### src/rtl/dhsm_fifo_responder.sv
// Memory-side responder for the datagram-handler fifo interface: reads go straight to RAM,
// writes are posted into a frame buffer and committed only when the frame ends cleanly.
module dhsm_fifo_responder #(
    parameter int ADDR_W = 12,
    parameter int DEPTH  = 64
) (
    input  logic              clk,
    input  logic              rst,
    input  logic              fifo_sof,
    input  logic              fifo_eof,
    input  logic              fifo_valid,
    input  logic              fifo_read,
    input  logic [15:0]       fifo_addr,
    input  logic [7:0]        fifo_wdata,
    output logic [7:0]        fifo_rdata,
    output logic              fifo_ready,
    input  logic              frame_err,
    output logic              mem_req,
    output logic              mem_we,
    output logic [ADDR_W-1:0] mem_addr,
    output logic [7:0]        mem_wdata,
    input  logic              mem_gnt,
    input  logic [7:0]        mem_rdata,
    output logic              commit_done,
    output logic              frame_drop
);
    localparam int PTR_W = $clog2(DEPTH);
    localparam int CNT_W = PTR_W + 1;
    localparam logic [CNT_W-1:0] FULL = CNT_W'(DEPTH);

    typedef enum logic [2:0] {
        S_IDLE, S_FRAME, S_RD_REQ, S_RD_DAT, S_COMMIT, S_DROP
    } state_t;

    state_t             state_q, state_d;
    logic [PTR_W-1:0]   wr_ptr_q, wr_ptr_d, rd_ptr_q, rd_ptr_d;
    logic [CNT_W-1:0]   cnt_q, cnt_d;
    logic               ovf_q, ovf_d;
    logic               eof_pend_q, eof_pend_d, err_pend_q, err_pend_d, sof_pend_q, sof_pend_d;
    logic [ADDR_W-1:0]  rd_addr_q, rd_addr_d;
    logic               rd_oor_q, rd_oor_d;
    logic               done_q, done_d;
    logic               push;
    logic               in_rng;
    logic [ADDR_W+7:0]  buf_mem [DEPTH];
    logic [ADDR_W+7:0]  head;

    assign in_rng = ((32'(fifo_addr) >> ADDR_W) == 32'd0);
    assign head   = buf_mem[rd_ptr_q];

    // Good frames with at least one buffered byte commit; everything else is discarded.
    function automatic state_t eof_target(input logic [CNT_W-1:0] cnt, input logic ovf,
                                          input logic err);
        return (!err && !ovf && cnt != '0) ? S_COMMIT : S_DROP;
    endfunction

    always_ff @(posedge clk) begin
        if (rst) begin
            state_q    <= S_IDLE;
            wr_ptr_q   <= '0;
            rd_ptr_q   <= '0;
            cnt_q      <= '0;
            ovf_q      <= 1'b0;
            eof_pend_q <= 1'b0;
            err_pend_q <= 1'b0;
            sof_pend_q <= 1'b0;
            rd_addr_q  <= '0;
            rd_oor_q   <= 1'b0;
            done_q     <= 1'b0;
        end else begin
            state_q    <= state_d;
            wr_ptr_q   <= wr_ptr_d;
            rd_ptr_q   <= rd_ptr_d;
            cnt_q      <= cnt_d;
            ovf_q      <= ovf_d;
            eof_pend_q <= eof_pend_d;
            err_pend_q <= err_pend_d;
            sof_pend_q <= sof_pend_d;
            rd_addr_q  <= rd_addr_d;
            rd_oor_q   <= rd_oor_d;
            done_q     <= done_d;
        end
    end

    always_ff @(posedge clk) begin
        if (push) buf_mem[wr_ptr_q] <= {fifo_addr[ADDR_W-1:0], fifo_wdata};
    end

    always_comb begin
        state_d    = state_q;
        wr_ptr_d   = wr_ptr_q;
        rd_ptr_d   = rd_ptr_q;
        cnt_d      = cnt_q;
        ovf_d      = ovf_q;
        eof_pend_d = eof_pend_q;
        err_pend_d = err_pend_q;
        sof_pend_d = sof_pend_q;
        rd_addr_d  = rd_addr_q;
        rd_oor_d   = rd_oor_q;
        done_d     = 1'b0;
        push       = 1'b0;
        case (state_q)
            S_IDLE: begin
                if (fifo_sof && !fifo_eof) begin
                    state_d  = S_FRAME;
                    wr_ptr_d = '0;
                    rd_ptr_d = '0;
                    cnt_d    = '0;
                    ovf_d    = 1'b0;
                end
            end
            S_FRAME: begin
                if (fifo_valid && !fifo_read && in_rng) begin
                    if (cnt_q != FULL) begin
                        push     = 1'b1;
                        wr_ptr_d = wr_ptr_q + 1'b1;
                        cnt_d    = cnt_q + 1'b1;
                    end else begin
                        ovf_d = 1'b1;
                    end
                end
                if (fifo_valid && fifo_read) begin
                    state_d   = S_RD_REQ;
                    rd_addr_d = fifo_addr[ADDR_W-1:0];
                    rd_oor_d  = !in_rng;
                    if (fifo_eof) begin
                        eof_pend_d = 1'b1;
                        err_pend_d = frame_err;
                    end
                    if (fifo_sof) sof_pend_d = 1'b1;
                end else if (fifo_eof) begin
                    state_d = eof_target(cnt_d, ovf_d, frame_err);
                    if (fifo_sof) sof_pend_d = 1'b1;
                end else if (fifo_sof) begin
                    state_d    = S_DROP;
                    sof_pend_d = 1'b1;
                end
            end
            S_RD_REQ, S_RD_DAT: begin
                // Frame events arriving mid-read are held until the read has returned.
                if (fifo_eof) begin
                    eof_pend_d = 1'b1;
                    err_pend_d = frame_err;
                end
                if (fifo_sof) sof_pend_d = 1'b1;
                if (state_q == S_RD_REQ) begin
                    if (rd_oor_q || mem_gnt) state_d = S_RD_DAT;
                end else if (eof_pend_d) begin
                    state_d    = eof_target(cnt_q, ovf_q, err_pend_d);
                    eof_pend_d = 1'b0;
                end else if (sof_pend_d) begin
                    state_d = S_DROP;
                end else begin
                    state_d = S_FRAME;
                end
            end
            S_COMMIT: begin
                if (fifo_sof) sof_pend_d = 1'b1;
                if (mem_gnt) begin
                    rd_ptr_d = rd_ptr_q + 1'b1;
                    cnt_d    = cnt_q - 1'b1;
                    if (cnt_q == CNT_W'(1)) begin
                        done_d     = 1'b1;
                        state_d    = sof_pend_d ? S_FRAME : S_IDLE;
                        sof_pend_d = 1'b0;
                    end
                end
            end
            S_DROP: begin
                wr_ptr_d   = '0;
                rd_ptr_d   = '0;
                cnt_d      = '0;
                ovf_d      = 1'b0;
                state_d    = (sof_pend_q || fifo_sof) ? S_FRAME : S_IDLE;
                sof_pend_d = 1'b0;
            end
            default: state_d = S_IDLE;
        endcase
    end

    always_comb begin
        mem_req     = 1'b0;
        mem_we      = 1'b0;
        mem_addr    = '0;
        mem_wdata   = 8'h00;
        fifo_ready  = 1'b0;
        fifo_rdata  = 8'h00;
        frame_drop  = 1'b0;
        commit_done = done_q;
        case (state_q)
            S_RD_REQ: begin
                mem_req  = !rd_oor_q;
                mem_addr = rd_addr_q;
            end
            S_RD_DAT: begin
                fifo_ready = 1'b1;
                fifo_rdata = rd_oor_q ? 8'h00 : mem_rdata;
            end
            S_COMMIT: begin
                mem_req   = 1'b1;
                mem_we    = 1'b1;
                mem_addr  = head[ADDR_W+7:8];
                mem_wdata = head[7:0];
            end
            S_DROP: frame_drop = 1'b1;
            default: ;
        endcase
    end
endmodule

### config.mk
export PLATFORM = sky130hd
export DESIGN_NAME = dhsm_fifo_responder
export DESIGN_NICKNAME = d
export VERILOG_FILES = /design/src/rtl/dhsm_fifo_responder.sv
export SDC_FILE = /design/constraint.sdc
export NUM_CORES = 1
export LEC_CHECK = 0
export CAP_MARGIN = 20
export CORE_MARGIN = 8
export CORE_UTILIZATION = 55
export CTS_CLUSTER_DIAMETER = 120
export DETAILED_ROUTE_END_ITERATION = 8
export PLACE_DENSITY = 0.71
export SKIP_CTS_REPAIR_TIMING = 1
export SLEW_MARGIN = 10
export SYNTH_ARGS = -nofsm -noshare
export SYNTH_HDL_FRONTEND = slang
export SYNTH_SLANG_ARGS = --single-unit
export TNS_END_PERCENT = 20
### constraint.sdc
create_clock -name clk -period 3.94 [get_ports clk]
set_input_delay 0.394 -clock clk [delete_from_list [all_inputs] [get_ports clk]]
set_output_delay 0.394 -clock clk [all_outputs]
set_load 0.005 [all_outputs]
Word level (Yosys, flattened, before mapping)
Memory sizes are Yosys's and may differ from the RTL's. A register that Yosys moved wholly into a read port is not among the register bits. Index checks and enable logic that the tools add are counted.

RAM bits: 1280. Word-level logic and storage cells: 132. Memories kept: 1. Register bits: 40. Output and inout bits: 33. Bits of input ports: 40.

Muxes and demuxes: 63. $add $sub $neg: 4. Reduce and logical (&&, ||, !) cells: 36. Equality and inequality tests: 15. Bitwise gates (word level): 2.

Memory list: buf_mem (words 64, bits a word 20, rd ports 1, clocked after Yosys merged registers in 1, wr ports 1, line 45) `logic [ADDR_W+7:0] buf_mem [DEPTH];`.

Operators by type and width (count): 2-to-1 mux 6 bit (6); case mux 6 bit (3 select lines) (2); 2-to-1 mux 7 bit (5); zero test 32 bit (1); 2-to-1 mux 3 bit (10); 2-to-1 mux 1 bit (29); case mux 7 bit (4 select lines) (1); 2-to-1 mux 8 bit (3); case mux 12 bit (2 select lines) (1); case mux 3 bit (5 select lines) (1); nonzero test 7 bit (2); adder 6 x 1 -> 6 bit, second input constant (2); != test 2 bit, second input constant (6); logical AND 1 bit (8); zero test 1 bit (8); nonzero test 4 bit (2); adder 7 x 1 -> 7 bit, second input constant (1); == test 7 x 1 -> 1 bit, second input constant (1); != test 7 bit, second input constant (1); subtractor 7 x 1 -> 7 bit, second input constant (1); == test 3 x 2 -> 1 bit, second input constant (2); == test 3 bit, second input constant (2); case mux 1 bit (2 select lines) (3); AND reduction 2 bit (3); 15 further kinds (19).

Logic depth before layout (Yosys ltp)
Gate-level depths: netlist (run 1).

Word-level depth: 12. Gate-level depth with buffers: 10. Mapped depth without buffers: 8.

Worst setup path after synthesis (run 1)
OpenSTA, ideal clock, no wires.

Path kind: input to register. Start point: input fifo_addr[13]. End point: memory buf_mem[59][0] in the netlist's numbering, enable pin. Data required time: 3.543 ns. Library setup time: 0.397 ns. Arrival time: 2.699 ns. Slack: 0.845 ns. Path buffers: 0. Stages on the path: 6. Cell sequence: or4_1 -> nor2_4 -> nand2_1 -> nor3b_2 -> nand2_1 -> nor2_1.

Word-level cells in the longest chain between the ends: 6.

Ends and longest elaborated chain: from (decl) (line 13) `input logic [15:0] fifo_addr,`; zero test 32 bit (line 48) `assign in_rng = ((32'(fifo_addr) >> ADDR_W) == 32'd0);`; logical AND 1 bit (line 113) `if (fifo_valid && !fifo_read && in_rng) begin`; 2-to-1 mux 1 bit (line 113); 2-to-1 mux 1 bit (line 102) `case (state_q)`; 2-to-1 mux 1 bit (line 86) `if (push) buf_mem[wr_ptr_q] <= {fifo_addr[ADDR_W-1:0], fifo_wdata};`; 2-to-1 mux 1 bit (implied by the code) (line 86); to (decl) (line 45).

No other way between the ends.

==> results.json, run 1 <==
{
  "post-route-period-util": 1.043,
  "async_flop_share": 0,
  "setup.worst_path.start_class": "flip-flop",
  "vias_per_cell": 6.617,
  "synth_seq_cells": 1326,
  "synth_area_leader_cell": "edfxtp_1",
  "layout_commonest_cell": "edfxtp_1",
  "critPathMaxFanout": 8,
  "wl_per_cell_um": 32.31,
  "cap_violations": 0,
  "via_count": 27550,
  "cts_buffers": 132,
  "dieHeight_um": 322.1,
  "wl_um": 134500,
  "cts.sinks": 1326,
  "areaGrowthSynthToFinish_pct": 17.64,
  "required_ns": 3.55,
  "clk_pin_slew_worst_paths_ns": 0.06,
  "powerDensity_nw_per_um2": 484.5,
  "fin_util": 0.6517,
  "hp-class": "in -> reg",
  "total_power_uw": 29380,
  "multi_input_area_um2": 11810,
  "die_width_um": 322.1,
  "pin_count": 73,
  "start_util": 0.5540,
  "p_comb_frac": 0.055,
  "dp_slack_ns": 0.1081,
  "dieArea_um2": 103800,
  "grt_max_degree": 66,
  "status": "finished, violations left",
  "pwr-share-seq": 0.528,
  "fin_ws_ns": -0.1683,
  "place_hpwl_um": 82430,
  "r2r_slack_ns": 0.87,
  "peakVddDrop_uv": 362.9,
  "synth_edf_count": 1280,
  "fp-row-count": 112,
  "drt_iter0_markers": 4422,
  "final_cell_mix": "edfxtp_1 (1280), mux4_2 (318), buf_4 (185)",
  "yosysWarnings": 0,
  "critPathKind": "reg -> out",
  "fillers": 5968,
  "layout_min_cycle_time_ns": 4.108,
  "end_kind": "primary output",
  "skew_ns": 0.02426,
  "drive_above_1_share": 0.3192,
  "ys_types": 69,
  "synth_top_area_share": 0.7456,
  "drc": 0,
  "grt_pass1_wl_um": 190300,
  "p_leak_uw": 0.01887,
  "p_int_uw": 23010,
  "worst_path_largest_cell_delay_ns": 0.56,
  "holdPathEnd": "buf_mem[31][10]$_DFFE_PP_",
  "stdcell_count": 4163,
  "synthFlopType": "edfxtp_1",
  "clockRootBuffer": "clkbuf_16",
  "seqCellArea_um2": 39370,
  "routabilityCongestion": 0.9152,
  "clkPwrFrac": 0.417,
  "grt_pass1_vias": 26990,
  "netlist_instances": 2469,
  "cp_slowest_cell": "mux4_2",
  "grt_overflow_total": 0,
  "port_buffers": 72,
  "cp_cell_sequence": "buf_12, buf_16, mux4_2, mux2i_1, nand2_1, o211ai_1, a221oi_1, buf_4, a221o_1, clkdlybuf4s50_1",
  "whs_path_depth": 1,
  "final-hold-violation-count": 0,
  "drt_pass1_iterations": 6,
  "switchingPower_uw": 6376,
  "timing.rr.end": "buf_mem[7][18]$_DFFE_PP_",
  "setup_viol": 10,
  "syn-num-nets": 2514,
  "ant_nets": 0,
  "yosys-top-cells-area": "edfxtp_1 (75%), mux4_2 (14%), dfxtp_1 (1.8%)",
  "syn-cell-area_um2": 51550,
  "cts_tree": "done",
  "grt_use_total": 0.2549,
  "p_sw_frac": 0.2170,
  "finalMaxSlewViolations": 0,
  "min_from": "fifo_addr[2]",
  "timing.rr.start": "cnt_q[0]$_SDFFE_PP0P_",
  "num-nets-final": 2847,
  "worstMarginPinSlew_ns": 1.202,
  "core_um2": 93050,
  "grt_setup_unrepaired": "true",
  "critPathArrivalTime_ns": 3.71,
  "ys_seq_area_frac": 0.7635,
  "fmax_ghz": 0.2434,
  "clock_path_buffers": 3,
  "slew_headroom": 0.1986,
  "insertion_delay_ns": 0.74,
  "worstRegToRegCells": 8,
  "synth_area_per_cell_um2": 20.88,
  "place_inst": 3872,
  "violations": "negative setup slack",
  "antenna_found_initial": 6,
  "htreeDepth": 4
}
==> cell usage after synthesis, types with 15 or more instances <==
cell type,n
o22ai_1,15
dfxtp_1,46
nand3_1,16
buf_4,18
o21ai_0,29
clkbuf_1,51
mux2i_1,81
buf_2,46
edfxtp_1,1280
nand2_1,107
a21oi_1,59
a22oi_1,28
nor2_1,124
mux4_2,318
==> final cells by class <==
class | count | share of cell area
Antenna cell | 2 | 0.00008253
Clock buffer | 156 | 0.05732
Clock inverter | 83 | 0.01265
Inverter | 9 | 0.0005571
Multi-Input combinational cell | 999 | 0.1947
Sequential cell | 1326 | 0.6492
Tap cell | 1254 | 0.02587
Timing Repair Buffer | 334 | 0.05961
==> kinds of logic after synthesis <==
group | count (synthesis) | share of synthesized area
flops | 1326 | 0.7635
buf+inv | 144 | 0.01495
xor+xnor | 11 | 0.001869
compound gates | 236 | 0.03165
mux | 406 | 0.1562
fa+ha+maj | 5 | 0.001214
simple gates | 341 | 0.03063
==> critical path, delay by kind of cell (launching register included) <==
kind            cells  cell delay [ns]
compound gates      3             0.66
buf+inv             4             0.98
flops               1             0.47
mux                 2             0.71
simple gates        1             0.14
==> metrics by stage <==
step,setup TNS (ns),hold WS (ns),instance area (um^2)
after global routing,-1.373,0.09311,60640
after global placement,0,0.4426,55500
after floorplan,0,0.4360,51550
final,-0.9365,0.1137,60640
after CTS,-6.704,0.05096,59750
after detailed placement,0,0.4515,55500
==> power groups by stage <==
stage	Combinational (uW)	Clock (uW)	Sequential, uW
floorplan	766	0	15800
global placement	1450	0	15800
detailed placement	1490	0	15800
CTS	1490	12400	15500
global route	1690	12900	15500
finish	1620	12300	15500
==> layer usage <==
metal  vias up  global-route usage  routed length (um)
li1      11000                   -                   -
met1     14330              0.3681               51080
met2      1944              0.3881               62590
met3       270             0.05821               16210
met4         2             0.08720                4600
met5         -                   0                  12
==> state kept, by name (all words and copies together), names as in the netlist, 3 cells and up, named ones only <==
register   cells
rd_ptr_q       6
wr_ptr_q       6
cnt_q          7
rd_addr_q     12
buf_mem     1280
state_q        3
==> worst max-delay path by stage <==
stage | to | slack (ns) | start | depth (start not counted)
after detailed placement | mem_addr[7] | 0.11 | flip-flop | 10
after global routing | mem_addr[0] | -0.21 | flip-flop | 8
final | mem_addr[6] | -0.17 | flip-flop | 10
after CTS | mem_addr[7] | -0.72 | flip-flop | 10
after global placement | mem_addr[7] | 0.14 | flip-flop | 9
after floorplan | buf_mem[59][0]$_DFFE_PP_ | 0.84 | fifo_addr[13] | 6
Note: power is estimated with default switching activity, not from simulation.
==> run 2, diff against run 1 <==
- GPL_ROUTABILITY_DRIVEN: unset -> 0
==> results of run 2 <==
Final layout, timing and power as in run 1 (identical DEF).
